`src/rtl/pc_pkg.sv`:
```
// Shared PC-core definitions: interrupt-acknowledge state encoding and widths.
package pc_pkg;

  localparam int unsigned STATE_W = 4;
  localparam int unsigned CTR_W   = 3;
  localparam int unsigned DATA_W  = 8;

  localparam logic [DATA_W-1:0] NMI_VECTOR = 8'h02;

  typedef enum logic [STATE_W-1:0] {
    IDLE  = 4'd0,
    A1_T1 = 4'd1,
    A1_T2 = 4'd2,
    A1_T3 = 4'd3,
    A1_TW = 4'd4,
    A1_T4 = 4'd5,
    GAP   = 4'd6,
    A2_T1 = 4'd7,
    A2_T2 = 4'd8,
    A2_T3 = 4'd9,
    A2_TW = 4'd10,
    A2_T4 = 4'd11,
    DONE  = 4'd12
  } intack_state_t;

endpackage

```
`src/rtl/intack_wait_ctr.sv`:
```
// Loadable down-counter with zero flag, shared by the TW and GAP states.
module intack_wait_ctr
  import pc_pkg::*;
(
  input  logic             clk,
  input  logic             rst,
  input  logic             load,
  input  logic [CTR_W-1:0] load_val,
  input  logic             dec,
  output logic             zero_c
);

  logic [CTR_W-1:0] count;

  // Load has priority over decrement; decrement saturates at zero.
  always_ff @(posedge clk or posedge rst) begin
    if (rst) begin
      count <= '0;
    end else if (load) begin
      count <= load_val;
    end else if (dec && (count != '0)) begin
      count <= count - CTR_W'(1);
    end
  end

  assign zero_c = (count == '0);

endmodule

```
`src/rtl/intack_sequencer.sv`:
```
// CPU-side interrupt-acknowledge initiator: runs the two-pulse INTA bus
// sequence, captures the PIC vector and hands it over a valid/ack handshake.
// Optional feature: define INTACK_NMI_EN to add the nmi input and the
// non-maskable fast path (IDLE -> DONE with NMI_VECTOR, no bus cycles).
module intack_sequencer
  import pc_pkg::*;
#(
  parameter int unsigned WAIT_STATES = 0,
  parameter int unsigned GAP_CYCLES  = 2
) (
  input  logic              clk,
  input  logic              rst,
  input  logic              intr,
  input  logic              if_flag,
  input  logic              insn_boundary,
  input  logic [DATA_W-1:0] d_in,
  output logic              inta_n,
  output logic              lock_n,
  output logic              busy,
  output logic [DATA_W-1:0] vector,
  output logic              vec_valid,
`ifdef INTACK_NMI_EN
  input  logic              nmi,
`endif
  input  logic              vec_ack
);

  // Counter reload values: the counter reaches zero on the last clock of the state.
  localparam logic [CTR_W-1:0] TW_LOAD  = CTR_W'((WAIT_STATES == 0) ? 0 : WAIT_STATES - 1);
  localparam logic [CTR_W-1:0] GAP_LOAD = CTR_W'(GAP_CYCLES - 1);

  intack_state_t    state_q, state_d;
  logic             ctr_load, ctr_dec, ctr_zero_c;
  logic [CTR_W-1:0] ctr_load_val;
  logic             capture, nmi_take;
  logic             inta_n_d, lock_n_d, busy_d, vec_valid_d;

  intack_wait_ctr u_wait_ctr (
    .clk      (clk),
    .rst      (rst),
    .load     (ctr_load),
    .load_val (ctr_load_val),
    .dec      (ctr_dec),
    .zero_c   (ctr_zero_c)
  );

`ifdef INTACK_NMI_EN
  logic nmi_q, nmi_pend_q;

  // Latch rising edges of nmi; cleared on entry to DONE.
  always_ff @(posedge clk or posedge rst) begin
    if (rst) begin
      nmi_q      <= 1'b0;
      nmi_pend_q <= 1'b0;
    end else begin
      nmi_q      <= nmi;
      nmi_pend_q <= (nmi & ~nmi_q) |
                    (nmi_pend_q & ~((state_d == DONE) && (state_q != DONE)));
    end
  end
`endif

  // State register.
  always_ff @(posedge clk or posedge rst) begin
    if (rst) state_q <= IDLE;
    else     state_q <= state_d;
  end

  // Next-state, counter control and next-output decode.
  always_comb begin
    state_d      = state_q;
    ctr_load     = 1'b0;
    ctr_load_val = '0;
    ctr_dec      = 1'b0;
    capture      = 1'b0;
    nmi_take     = 1'b0;

    case (state_q)
      IDLE: begin
`ifdef INTACK_NMI_EN
        if (nmi_pend_q && insn_boundary) begin
          state_d  = DONE;
          nmi_take = 1'b1;
        end else if (intr && if_flag && insn_boundary) begin
          state_d = A1_T1;
        end
`else
        if (intr && if_flag && insn_boundary) state_d = A1_T1;
`endif
      end
      A1_T1: state_d = A1_T2;
      A1_T2: state_d = A1_T3;
      A1_T3: begin
        if (WAIT_STATES == 0) begin
          state_d = A1_T4;
        end else begin
          state_d      = A1_TW;
          ctr_load     = 1'b1;
          ctr_load_val = TW_LOAD;
        end
      end
      A1_TW: begin
        if (ctr_zero_c) state_d = A1_T4;
        else            ctr_dec = 1'b1;
      end
      A1_T4: begin
        state_d      = GAP;
        ctr_load     = 1'b1;
        ctr_load_val = GAP_LOAD;
      end
      GAP: begin
        if (ctr_zero_c) state_d = A2_T1;
        else            ctr_dec = 1'b1;
      end
      A2_T1: state_d = A2_T2;
      A2_T2: state_d = A2_T3;
      A2_T3: begin
        if (WAIT_STATES == 0) begin
          state_d = A2_T4;
          capture = 1'b1;
        end else begin
          state_d      = A2_TW;
          ctr_load     = 1'b1;
          ctr_load_val = TW_LOAD;
        end
      end
      A2_TW: begin
        if (ctr_zero_c) begin
          state_d = A2_T4;
          capture = 1'b1;
        end else begin
          ctr_dec = 1'b1;
        end
      end
      A2_T4: state_d = DONE;
      DONE: begin
        if (vec_ack) state_d = IDLE;
      end
      default: state_d = IDLE;
    endcase

    // Outputs are decoded from the next state so the registers line up with it.
    inta_n_d    = 1'b1;
    lock_n_d    = 1'b1;
    busy_d      = (state_d != IDLE) && (state_d != DONE);
    vec_valid_d = (state_d == DONE);

    case (state_d)
      A1_T2, A1_T3, A1_TW, A2_T2, A2_T3, A2_TW: inta_n_d = 1'b0;
      default: ;
    endcase

    case (state_d)
      A1_T2, A1_T3, A1_TW, A1_T4, GAP, A2_T1, A2_T2: lock_n_d = 1'b0;
      default: ;
    endcase
  end

  // Registered bus strobes and handshake outputs.
  always_ff @(posedge clk or posedge rst) begin
    if (rst) begin
      inta_n    <= 1'b1;
      lock_n    <= 1'b1;
      busy      <= 1'b0;
      vec_valid <= 1'b0;
    end else begin
      inta_n    <= inta_n_d;
      lock_n    <= lock_n_d;
      busy      <= busy_d;
      vec_valid <= vec_valid_d;
    end
  end

  // Vector register: PIC byte on the closing edge of the second pulse, or NMI vector.
  always_ff @(posedge clk or posedge rst) begin
    if (rst) begin
      vector <= '0;
    end else if (capture) begin
      vector <= d_in;
    end else if (nmi_take) begin
      vector <= NMI_VECTOR;
    end
  end

endmodule
```
`config.mk`:
```
export PLATFORM = sky130hd
export DESIGN_NAME = intack_sequencer
export DESIGN_NICKNAME = d
export VERILOG_FILES = /design/src/rtl/pc_pkg.sv /design/src/rtl/intack_wait_ctr.sv /design/src/rtl/intack_sequencer.sv
export SDC_FILE = /design/constraint.sdc
export NUM_CORES = 1
export LEC_CHECK = 0
export CAP_MARGIN = 20
export CORE_ASPECT_RATIO = 0.9
export CORE_UTILIZATION = 41
export DETAILED_ROUTE_END_ITERATION = 8
export PLACE_DENSITY = 0.73
export SYNTH_ARGS = -nofsm -noshare
export SYNTH_HDL_FRONTEND = slang
export SYNTH_SLANG_ARGS = --single-unit
```
`constraint.sdc`:
```
create_clock -name clk -period 1.8 [get_ports clk]
set_input_delay 0.27 -clock clk [delete_from_list [all_inputs] [get_ports clk]]
set_output_delay 0.27 -clock clk [all_outputs]
set_load 0.05 [all_outputs]
```
==> impl_results.rst <==
.. list-table::
   :header-rows: 1

   * - Metric
     - Value
   * - Status
     - complete, no violations
   * - Area taken by multi-input logic gates
     - ~390 um2
   * - # hold bufs at CTS
     - 0
   * - Detail-routed via count per cell
     - around 5.2
   * - CTS tree
     - done
   * - Clock power share
     - approximately 9%
   * - Post-synthesis simple-gate area fraction
     - 10.14%
   * - Commonest register cell after synthesis
     - sky130_fd_sc_hd__dfrtp_1
   * - Vert. Die Dim
     - 46.78 um
   * - Slowest Stage Delay on Critical Path
     - just over 800 ps
   * - Power density of the placed cells
     - 1983 nW/um2
   * - Final setup violation count
     - 0
   * - Floorplan Core Area
     - 2008 um2
   * - Netlist cell types
     - 31
   * - Synthesized-area fraction occupied by adder cells
     - 2.740%
   * - Antenna-violating nets left
     - 0
   * - Share of Yosys cell area claimed by the top area cell type
     - 46.58%
   * - Final antenna diode count
     - 0
   * - Launching element of the worst setup path
     - vector[1]
   * - Slew at the pin closest to its max-slew limit
     - roughly 500 ps
   * - Met1 track demand over resource in global routing
     - approximately 18%
   * - Compound-gate portion of the synthesized area
     - 16.16%
   * - Final hold slack
     - 322.1 ps
   * - Standard cell with the maximum stage delay on the critical path
     - sky130_fd_sc_hd__clkdlybuf4s50_1
   * - Area overhead of the layout relative to synthesis
     - 35.62%
   * - Total grt overflow
     - 0
   * - Launch instance of the worst register-to-register path
     - u_wait_ctr.count[0]
   * - Wirelength per Cell
     - around 13 um
   * - Clock tree root buffer cell
     - sky130_fd_sc_hd__clkbuf_4
   * - CP bufs+invs
     - 1
   * - Fraction of met3 tracks used by global routing
     - 2.589%
   * - Vias in the first global route
     - 666
   * - Portion of total power attributed to sequential cells
     - around a third
   * - Clock insertion delay at the later pin of the skew report
     - 300 ps
   * - Effective utilization at floorplan
     - 45.48%
   * - Total area of sequential cells
     - 478.0 um2
   * - Critical path start-end classification
     - reg -> out
   * - Die Footprint
     - approximately 2400 um2
   * - Worst clock skew on the final layout
     - 6.926 ps
   * - Proportion of power drawn by combinational gates
     - 58.5%
   * - Required arrival time at the worst endpoint
     - 1530 ps
   * - Combined global-route utilization of all metal layers
     - 16.53%
   * - Routing layer with the top usage in global route
     - met2
   * - Critical-path cell list
     - clkdlybuf4s50_1
   * - Final #Nets
     - between 100 and 150
   * - Row Count
     - 15
   * - Post-synthesis cell area
     - 913.4 um2
   * - XOR/XNOR share of the synthesized area
     - under 10%
   * - Slew Limit Fails
     - 0
   * - Reg clk slew, reported paths
     - 110 ps
   * - Largest vdd supply drop
     - 0.001097 V
   * - Final Routed Wirelength
     - 1.793 mm
   * - Top-level I/O count
     - 26
   * - Worst Setup Slack post-DPL
     - 104.2 ps
   * - Pin count of the biggest net entering global routing
     - 20
   * - Post-CTS Repair Setup Buffers
     - 0
   * - Number of clock sinks
     - 19
   * - Reported leakage power
     - ~0.00056 uW
   * - Worst slew margin
     - roughly two thirds
   * - Count of mapped cells out of synthesis
     - 80
   * - FF+latch count, synth
     - 19
   * - Synth warn
     - 0
   * - TritonRoute pass-1 iters
     - 4
   * - Initial DRC count
     - 16
   * - Cell family with the largest share of critical-path delay
     - buffers and inverters
   * - # Max-Cap Violations
     - 0
   * - Main combinational cell family by area after synthesis
     - compound AO/OA/AOI/OAI gates
   * - Clock buffer count from CTS
     - 3
   * - Net Count, Synth
     - 96
   * - Share of flip-flops with an asynchronous set or reset
     - 100.0%
   * - Total power draw
     - 2457 uW
   * - Hpwl dp
     - ~1.3 mm
   * - Net switching share of the total power
     - 46.55%
   * - Final GP Congestion
     - 0.7047
   * - Core utilization of the finished layout
     - 61.68%
   * - Final hold violation count
     - 0
   * - Worst-path fanout max
     - 2
   * - Fraction of synthesized area in multiplexers
     - 12.19%
   * - Synthesized area divided by synthesized cell count
     - 11.42 um2
   * - Main area contributors after synthesis
     - sky130_fd_sc_hd__dfrtp_1 (47%), sky130_fd_sc_hd__mux2_2 (7.4%), sky130_fd_sc_hd__dfstp_2 (5.8%)
   * - Count of flip-flops with a built-in enable after synthesis
     - 0
   * - Type of destination of the critical path
     - output port
   * - Clock tree buffer depth
     - 2
   * - Wire length of the first global-routing pass
     - 2.780 mm
   * - Startpoint Class
     - register
   * - Internal power of the cells
     - 1313 uW
   * - Biggest area consumer among synthesized cells
     - sky130_fd_sc_hd__dfrtp_1
   * - Most repeated cell in the gate-level netlist after synthesis
     - sky130_fd_sc_hd__dfrtp_1
   * - Total negative setup slack
     - 0 ps
   * - Share of layout cells above drive strength 1
     - 19.27%
   * - Count of unresolved DRC violations after routing
     - 0
   * - Overall die width
     - ~52 um
   * - Achievable clock frequency
     - 572.3 MHz
   * - Input/output buffers
     - 25
   * - Final period utilization
     - 97.07%
   * - Number of antenna violations at the first check in global routing
     - 0
   * - Shortest clock period the worst path allows after layout
     - 1747 ps
   * - Seq/Total Area, Yosys
     - between 50% and 60%
   * - FILL cells
     - around 170
   * - Switching Power
     - 1144 uW
   * - Smallest setup slack after layout
     - 52.81 ps
   * - List of most frequent post-synthesis cells
     - sky130_fd_sc_hd__dfrtp_1 (17), sky130_fd_sc_hd__inv_1 (6), sky130_fd_sc_hd__mux2_2 (6)
   * - Max H-tree Level
     - 1
   * - Global routing met2 resource utilization
     - 30.65%
   * - Worst min-delay path category
     - in -> async
   * - Total vias in the final route
     - 702
   * - Data arrival, critical path
     - 1480 ps
-- power groups by stage --
stage	Combinational [uW]	Clock, uW	Sequential, uW
final	1440	222	796
after floorplan	668	0	1170
after global placement	1410	0	789
after detailed placement	1450	0	803
after global routing	1550	254	825
after CTS	1450	235	797
-- per-layer routing --
metal	vias to the layer above	share of wire, %
met3	4	7.0
met5	-	0
met2	32	49
met4	0	1.7
met1	323	42
li1	343	-
-- flip-flops by register name, summed over array words and instances, names as in the netlist --
| signal | flops |
|---|---|
| u_wait_ctr.count | 3 |
| inta_n | 1 |
| state_q | 4 |
| lock_n | 1 |
| busy | 1 |
| vector | 8 |
| vec_valid | 1 |
-- per-stage QoR --
step	instance area, um2	instances
after floorplan	913.4	80
after global placement	1201	130
after detailed placement	1201	130
after CTS	1231	134
after global routing	1239	134
final	1239	134
-- timing repair --
item,CTS,global route
resized for setup,0,3
endpoints found under the hold margin,0,0
setup endpoints to repair,0,7
-- final timing paths --
check / slack (ps) / cells past startpoint / to
worst min register to register: 490 / 1 / vector[2]
max in group asynchronous: 1220 / 3 / lock_n
min in group clk: 490 / 1 / vector[2]
worst max register to register: 90 / 6 / vector[7]
worst max-delay path: 50 / 1 / vector[1]
worst min-delay path: 320 / 3 / vector[7]
-- cell families (layout without fill, tap and decap cells) --
kind of cell	after synthesis	after routing
and+or+nand+nor	17	17
adders and majority gates	2	2
muxes	10	10
DFF	19	19
xor gates and xnor gates	2	2
buffers and inverters	10	39
AOI/OAI and AO/OA	20	20
-- layout by cell type, fill, tap and decap left out, drive strengths merged, types with 2 or more instances in the layout --
| master | n |
|---|---|
| clkdlybuf4s50 | 20 |
| dfrtp | 17 |
| mux2 | 9 |
| inv | 6 |
| buf | 6 |
| a21oi | 5 |
| nand2b | 4 |
| o21ai | 4 |
| nand2 | 3 |
| nor3 | 3 |
| o2bb2ai | 3 |
| clkbuf | 3 |
| dlymetal6s2s | 3 |
| nand3b | 2 |
| nand3 | 2 |
| ha | 2 |
| dfstp | 2 |
-- area by class of cell --
class / count / area share (%)
clock buffer: 3 / 1.818
inverter: 6 / 1.818
clock inverter: 1 / 0.6061
tap: 25 / 2.525
sequential: 19 / 38.59
multi-input combinational: 51 / 31.82
timing repair buffer: 29 / 22.83
No activity file was read; power rests on OpenSTA's default activity.
